### src/rtl/votos_pkg.sv
// votos_pkg: shared session state encoding and default sizing for the vote-capture stage.
`default_nettype none

package votos_pkg;

   typedef enum logic [1:0] {
      OCIOSO  = 2'd0,
      VOTACAO = 2'd1,
      FECHADO = 2'd2
   } estado_t;

   localparam int N_ELEITORES_PADRAO = 3;
   localparam int TIMEOUT_PADRAO     = 1000;

endpackage

`default_nettype wire

### src/rtl/temporizador_sessao.sv
// temporizador_sessao: session timeout counter.
// expirou_o flags the last allowed cycle, so the close lands TIMEOUT_CICLOS cycles after opening.
`default_nettype none

module temporizador_sessao #(
   parameter int TIMEOUT_CICLOS = 1000
) (
   input  logic clk,
   input  logic rst,
   input  logic limpar_i,
   input  logic conta_i,
   output logic expirou_o
);

   localparam int LARGURA = (TIMEOUT_CICLOS < 1) ? 1 : $clog2(TIMEOUT_CICLOS + 1);

   generate
      if (TIMEOUT_CICLOS == 0) begin : g_sem_timeout
         assign expirou_o = 1'b0;
      end else begin : g_com_timeout
         logic [LARGURA-1:0] timer_q;
         logic [LARGURA-1:0] timer_d;

         always_comb begin
            timer_d = timer_q;
            if (limpar_i) begin
               timer_d = '0;
            end else if (conta_i) begin
               timer_d = timer_q + LARGURA'(1);
            end
         end

         always_ff @(posedge clk or posedge rst) begin
            if (rst) begin
               timer_q <= '0;
            end else begin
               timer_q <= timer_d;
            end
         end

         assign expirou_o = (timer_q == LARGURA'(TIMEOUT_CICLOS - 1));
      end
   endgenerate

endmodule

`default_nettype wire

### src/rtl/coleta_votos.sv
// coleta_votos: vote-capture FSM; one vote per voter per session, registered result V with valido/fim.
`default_nettype none

module coleta_votos
   import votos_pkg::*;
#(
   parameter int N_ELEITORES    = N_ELEITORES_PADRAO,
   parameter int TIMEOUT_CICLOS = TIMEOUT_PADRAO
) (
   input  logic                   clk,
   input  logic                   rst,
   input  logic                   abrir,
   input  logic                   encerrar,
   input  logic [N_ELEITORES-1:0] voto_en,
   input  logic [N_ELEITORES-1:0] escolha,
   output logic [N_ELEITORES-1:0] V,
   output logic [N_ELEITORES-1:0] votou,
   output logic                   aberta,
   output logic                   valido,
   output logic                   fim
);

   estado_t                estado_q, estado_d;
   logic [N_ELEITORES-1:0] votou_q, votou_d;
   logic [N_ELEITORES-1:0] voto_reg_q, voto_reg_d;
   logic [N_ELEITORES-1:0] v_q, v_d;
   logic                   fim_q, fim_d;

   logic [N_ELEITORES-1:0] aceitos;
   logic [N_ELEITORES-1:0] votou_mais;
   logic [N_ELEITORES-1:0] voto_mais;
   logic                   expirou;
   logic                   fechar;

   temporizador_sessao #(
      .TIMEOUT_CICLOS (TIMEOUT_CICLOS)
   ) u_temporizador (
      .clk       (clk),
      .rst       (rst),
      .limpar_i  (estado_q != VOTACAO),
      .conta_i   (estado_q == VOTACAO),
      .expirou_o (expirou)
   );

   // Votes landing in the closing cycle must reach V, so merge them before deciding.
   assign aceitos    = voto_en & ~votou_q;
   assign votou_mais = votou_q | aceitos;
   assign voto_mais  = (voto_reg_q & ~aceitos) | (escolha & aceitos);
   assign fechar     = (&votou_mais) | encerrar | expirou;

   always_comb begin
      estado_d   = estado_q;
      votou_d    = votou_q;
      voto_reg_d = voto_reg_q;
      v_d        = v_q;
      fim_d      = 1'b0;
      unique case (estado_q)
         OCIOSO: begin
            if (abrir) begin
               estado_d   = VOTACAO;
               votou_d    = '0;
               voto_reg_d = '0;
            end
         end
         VOTACAO: begin
            votou_d    = votou_mais;
            voto_reg_d = voto_mais;
            if (fechar) begin
               estado_d = FECHADO;
               v_d      = voto_mais;
               fim_d    = 1'b1;
            end
         end
         FECHADO: begin
            if (abrir) begin
               estado_d   = VOTACAO;
               v_d        = '0;
               votou_d    = '0;
               voto_reg_d = '0;
            end
         end
         default: estado_d = OCIOSO;
      endcase
   end

   always_ff @(posedge clk or posedge rst) begin
      if (rst) begin
         estado_q   <= OCIOSO;
         votou_q    <= '0;
         voto_reg_q <= '0;
         v_q        <= '0;
         fim_q      <= 1'b0;
      end else begin
         estado_q   <= estado_d;
         votou_q    <= votou_d;
         voto_reg_q <= voto_reg_d;
         v_q        <= v_d;
         fim_q      <= fim_d;
      end
   end

   assign V      = v_q;
   assign votou  = votou_q;
   assign aberta = (estado_q == VOTACAO);
   assign valido = (estado_q == FECHADO);
   assign fim    = fim_q;

endmodule

`default_nettype wire

### config.mk
export PLATFORM = sky130hd
export DESIGN_NAME = coleta_votos
export DESIGN_NICKNAME = d
export VERILOG_FILES = /design/src/rtl/votos_pkg.sv /design/src/rtl/temporizador_sessao.sv /design/src/rtl/coleta_votos.sv
export SDC_FILE = /design/constraint.sdc
export NUM_CORES = 1
export LEC_CHECK = 0
export CORE_AREA = 2 2 51 53
export DETAILED_ROUTE_END_ITERATION = 8
export DIE_AREA = 0 0 53 55
export PLACE_DENSITY = 0.65
export SLEW_MARGIN = 10
export SYNTH_ARGS = -nofsm -noshare
export SYNTH_HDL_FRONTEND = slang
export SYNTH_SLANG_ARGS = --single-unit
### constraint.sdc
create_clock -name clk -period 1.58 [get_ports clk]
set_input_delay 0.316 -clock clk [delete_from_list [all_inputs] [get_ports clk]]
set_output_delay 0.316 -clock clk [all_outputs]
set_load 0.005 [all_outputs]
* Yosys cells after proc, flatten, opt, wreduce, memory -nomap -nowiden *
Index checks and enable logic that the tools add are counted.

storage, ports and cells
  word-level logic and storage cells = 44
  bits of input ports = 10
  register bits = 22
  output and inout bits = 9

cells by class
  mux-type cells = 12
  reduce and logical (&&, ||, !) cells = 9
  add/sub/neg operators = 1
  bitwise gates (word level) = 9
  equality and inequality tests = 7

operator list
  kind                                                    number
  two-way mux 10 bit                                      2
  case mux 3 bit (2 select lines)                         3
  adder 10 x 1 -> 10 bit (second input constant)          1
  == test 10 bit (second input constant)                  1
  bitwise AND 3 bit                                       3
  two-way mux 3 bit                                       2
  inequality test 2 x 1 -> 1 bit (second input constant)  3
  NOT 3 bit                                               2
  bitwise OR 3 bit                                        2
  AND reduction 3 bit                                     2
  nonzero test 2 bit                                      3
  two-way mux 2 bit                                       2
  case mux 2 bit (2 select lines)                         1
  AND reduction 2 bit                                     2
  == test 2 x 1 -> 1 bit (second input constant)          1
  == test 2 bit (second input constant)                   1
  zero test 2 bit                                         1
  two-way mux 1 bit                                       2
  inequality test 2 bit (second input constant)           1
  bitwise OR 1 bit                                        2
  OR reduction 2 bit                                      1

* Depth between registers and ports, before layout *
  word-level depth = 8
  depth in mapped cells = 5
  depth with buffers taken out = 5

* Hierarchy *
From an unflattened synthesis, not the netlist that was laid out.

unflattened totals
  cell total of the unflattened synthesis = 102
  area, all modules = 1,082.3 µm²

by module, submodules not included
  module               sequential area each (µm²)  instances  area an instance (µm²)  cells an instance
  coleta_votos         300.3                       1          564.3                   50
  temporizador_sessao  250.2                       1          518.0                   52

* Least setup slack after synthesis *
OpenSTA, ideal clock, no wires.

  kind = reg2reg
  start = register u_temporizador.g_com_timeout.timer_q[0]
  end = register v_q[0] (netlist: V[0])
  data required time = 1.501 ns
  library setup time = 0.079 ns
  stages on the path, launching flop included = 6
  path buffers = 0
  period minus slack after synthesis = 1.360 ns
  slack = 0.220 ns
  data arrival time = 1.281 ns
  path through = dfrtp_1 ha_1 and2_1 nand4_2 a21oi_4 mux2i_1

between the ends
  longest elaborated chain between the ends = 4

RTL lines
  item                                             line                       source
  from (decl)                                      temporizador_sessao.sv:21  logic [LARGURA-1:0] timer_q;
  from (signal assigned)                           temporizador_sessao.sv:37  timer_q <= timer_d;
  == test 10 bit                                   temporizador_sessao.sv:41  assign expirou_o = (timer_q == LARGURA'(TIMEOUT_CICLOS - 1));
  bitwise OR 1 bit                                 coleta_votos.sv:49         assign fechar = (&votou_mais) | encerrar | expirou;
  inequality test 2 x 1 -> 1 bit (no source line)  -
  AND reduction 3 bit (no source line)             -
  to (signal assigned)                             coleta_votos.sv:97         v_q <= v_d;
  to (decl)                                        coleta_votos.sv:26         logic [N_ELEITORES-1:0] v_q, v_d;

No other way between the ends.
A chain may end at the register's enable or synchronous reset.

* Worst setup path after layout *
  start = input port voto_en[2]
  end = register estado_q[1]

between the ends
  longest elaborated chain between the ends = 7

RTL lines
  item                                             line                source
  from (decl)                                      coleta_votos.sv:14  input logic [N_ELEITORES-1:0] voto_en,
  bitwise AND 3 bit                                coleta_votos.sv:46  assign aceitos = voto_en & ~votou_q;
  bitwise OR 3 bit                                 coleta_votos.sv:47  assign votou_mais = votou_q | aceitos;
  AND reduction 3 bit                              coleta_votos.sv:49
  bitwise OR 1 bit (2 in series)                   coleta_votos.sv:49
  inequality test 2 x 1 -> 1 bit (no source line)  -
  AND reduction 2 bit (no source line)             -
  to (signal assigned)                             coleta_votos.sv:94  estado_q <= estado_d;
  to (decl)                                        coleta_votos.sv:23  estado_t estado_q, estado_d;

No other way between the ends.

==> impl_metrics.csv <==
group,metric,value,unit
run_status,outcome,"finished, final reports clean",
routing,drc,0,
die,core_area,2365,µm²
logic_synthesis,synth_area_leaders,"dfrtp_1 54%, mux2i_1 5.9%, nor2_1 4.8%",
clock_network,numCtsBuffers,3,
hold_path,min_path_type,"primary input to asynchronous set/reset pin",
layout,design_area,1330,µm²
clock_network,cts_root_buf,"clkbuf_4",
logic_synthesis,synth_cell_type_count,28,
routing,firstDrtPassIters,4,
worst_setup_path,rr_worst_depth,6,
die,row_count,18,
logic_synthesis,async_reset_ff_share,100.0,%
timing,drv_slew,0,
worst_setup_path,crit_chain,"clkdlybuf4s50_1 > or2_2 > a21oi_2 > a21oi_4 > buf_4 > a21o_2",
logic_synthesis,seq_area_frac_synth,54.12,%
worst_setup_path,cp_top_family,"buffers and inverters",
logic_synthesis,synth.avg_cell_area,10.49,µm²
die,chipWidth,53,µm
place,place.gp.congestion,0.7863,
clock_network,cts_hold_buf,0,
layout,fin_cells,156,
die,initial_core_util,43.02,%
clock_network,clk_latency,290,ps
timing,fin_crit,1508,ps
die,io_pins,19,
clock_network,cts_max_path_buffers,2,
place,post-place-cells,149,
routing,totalWireLength,1.906,mm
worst_setup_path,crit_type,"primary input to flop",
logic_synthesis,yosys.area.top_type,"dfrtp_1",
routing,drt_iter0_markers,4,
layout,nets,138,
power_and_ir_drop,power_leakage,0.0006125,µW
logic_synthesis,syn_inst,97,
die,dieHeight,55,µm
timing,rsz0062_at_grt,"false",
logic_synthesis,syn_nets,108,
layout,final_common_cell,"dfrtp_1",
global_route,grt_start_max_net_pins,23,
place,dp_hpwl,1.424,mm
place,portBuffers,18,
logic_synthesis,synth_edf_count,0,
global_route,grt_use_total,14.91,%
worst_setup_path,ff2ff_setup_slack,100,ps
routing,vias,742,
clock_network,cts_sinks,22,
logic_synthesis,synth_area,1017,µm²
logic_synthesis,synth_seq_cells,22,
worst_setup_path,crit_path_max_incr_delay,430,ps
layout,mostFrequentLayoutCells,"22 x dfrtp_1, 14 x clkdlybuf4s50_1, 13 x nor2_1",
die,dieArea,2915,µm²
power_and_ir_drop,powerDensity,1276,nW/µm²
timing,finalCritPeriodShare,95.44,%
logic_synthesis,ys.warnings.count,0,
power_and_ir_drop,peakVddDrop,0.8276,mV
global_route,antenna_found_initial,0,
power_and_ir_drop,totalPowerFinal,1697,µW
worst_setup_path,critPathLaunchType,"primary input",
routing,routed_via_density,4.756,
timing,fin_skew,1.088,ps
worst_setup_path,cp_slowest_cell,"clkdlybuf4s50_1",
worst_setup_path,cp.required,1780,ps
clock_network,cts_max_level,1,
clock_network,clk_pin_slew,120,ps
worst_setup_path,critPathBufInv,2,
timing,worst_slack,72.08,ps
layout,drive_above_1_share,15.87,%
routing,ant_nets,0,
timing,hold_viol_final,0,
run,maxCapViolations,0,
place,post_dp_cell_area,1269,µm²
worst_setup_path,crit_cells,6,
timing,fmax,0.6632,GHz
routing,avgRoutedWirePerCell,12.22,µm
global_route,grt_pass1_vias,698,
place,pre_cts_slack,-127.0,ps
timing,worstMarginPinSlew,236.1,ps
global_route,overflow,0,
layout,diodes,0,
layout,area_growth,30.75,%
worst_setup_path,path_max_fanout,5,
logic_synthesis,synth_top_area_share,54.12,%
global_route,grt_first_pass_wirelength,3.077,mm
clock_network,cts_tree,"yes",
worst_setup_path,worstSetupEndpointType,"flop",
timing,relSlewSlack,83.81,%
logic_synthesis,synthFlopType,"dfrtp_1",
timing,finalSetupViolations,0,
worst_setup_path,worstPathArrival,1710,ps
worst register-to-register path: cells and delay by family, from the launching register on:
kind,cells,cell delay (ps)
buffers and inverters,1,140
flip-flops,1,430
AND/OR/NAND/NOR,2,330
AO/OA/AOI/OAI,2,280
adder cells (fa/ha/maj),1,220
through the flow:
step | setup TNS, ps | util [%] | hold slack (ps)
after global placement | -223.1 | 53.65 | 461.3
after floorplan | 0 | - | 305.2
after CTS | 0 | 55.08 | 345.9
after detailed placement | -375.1 | 53.65 | 469.1
final | 0 | 56.24 | 334.5
after global routing | 0 | 56.24 | 370.9
Yosys cell counts, types with 2 or more instances:
library cell and n:
nor3_1 2, inv_1 5, and2_1 2, dfrtp_1 22
xnor2_1 4, nor2_1 13, a21oi_1 4, mux2i_1 6
nor2b_1 5, nand2_1 10, o21ai_0 4, xor2_1 3
nand3_1 2
worst paths after layout:
kind | from | endpoint
worst max register to register | u_temporizador.g_com_timeout.timer_q[0]$_DFF_PP0_ | estado_q[1]$_DFFE_PP0P_
worst min-delay path | rst | estado_q[0]$_DFFE_PP0P_
worst max-delay path | voto_en[2] | estado_q[1]$_DFFE_PP0P_
worst min register to register | u_temporizador.g_com_timeout.timer_q[0]$_DFF_PP0_ | u_temporizador.g_com_timeout.timer_q[0]$_DFF_PP0_
max in group asynchronous | rst | u_temporizador.g_com_timeout.timer_q[7]$_DFF_PP0_
min in group clk | u_temporizador.g_com_timeout.timer_q[0]$_DFF_PP0_ | u_temporizador.g_com_timeout.timer_q[0]$_DFF_PP0_
timing repair:
action,CTS,global route
pin swaps,0,1
buffers inserted,0,3
resized for setup,2,2
endpoints found under the setup margin,2,4
gates cloned,0,0
state kept, by name, indices dropped and copies added, names as in the netlist:
signal / cells
V: 3
estado_q: 2
fim: 1
u_temporizador.g_com_timeout.timer_q: 10
voto_reg_q: 3
votou: 3
cells by family after synthesis:
kind of cell / share of synthesized area, %
XOR/XNOR: 6.027
AO/OA/AOI/OAI: 8.980
adder cells (fa/ha/maj): 1.230
AND/OR/NAND/NOR: 21.53
multiplexers: 5.904
flip-flops: 54.12
buffers and inverters: 2.214
report_power, final:
part           switching, µW  leakage (µW)  internal, µW  total (µW)
Sequential              91.2      0.000295           701         792
Clock                    162     0.0000210           140         302
Combinational            265      0.000297           337         602
Total                    518      0.000612          1180        1700
routing by layer:
| metal | routed length, µm | track usage (%) | up-vias |
|---|---|---|---|
| li1 | - | - | 384 |
| met1 | 913 | 19.90 | 343 |
| met2 | 881 | 23.75 | 13 |
| met4 | 12 | 5.983 | 0 |
| met3 | 98 | 3.226 | 2 |
| met5 | 0 | 0 | - |
cell type report:
| cell class | instances | area (µm²) |
|---|---|---|
| Fill cell | 231 | 1035 |
| Sequential cell | 22 | 550.5 |
| Multi-Input combinational cell | 69 | 444.2 |
| Timing Repair Buffer | 26 | 242.7 |
| Tap cell | 30 | 37.54 |
| Clock buffer | 4 | 36.28 |
| Inverter | 5 | 18.77 |
(Power assumes the default switching activity.)
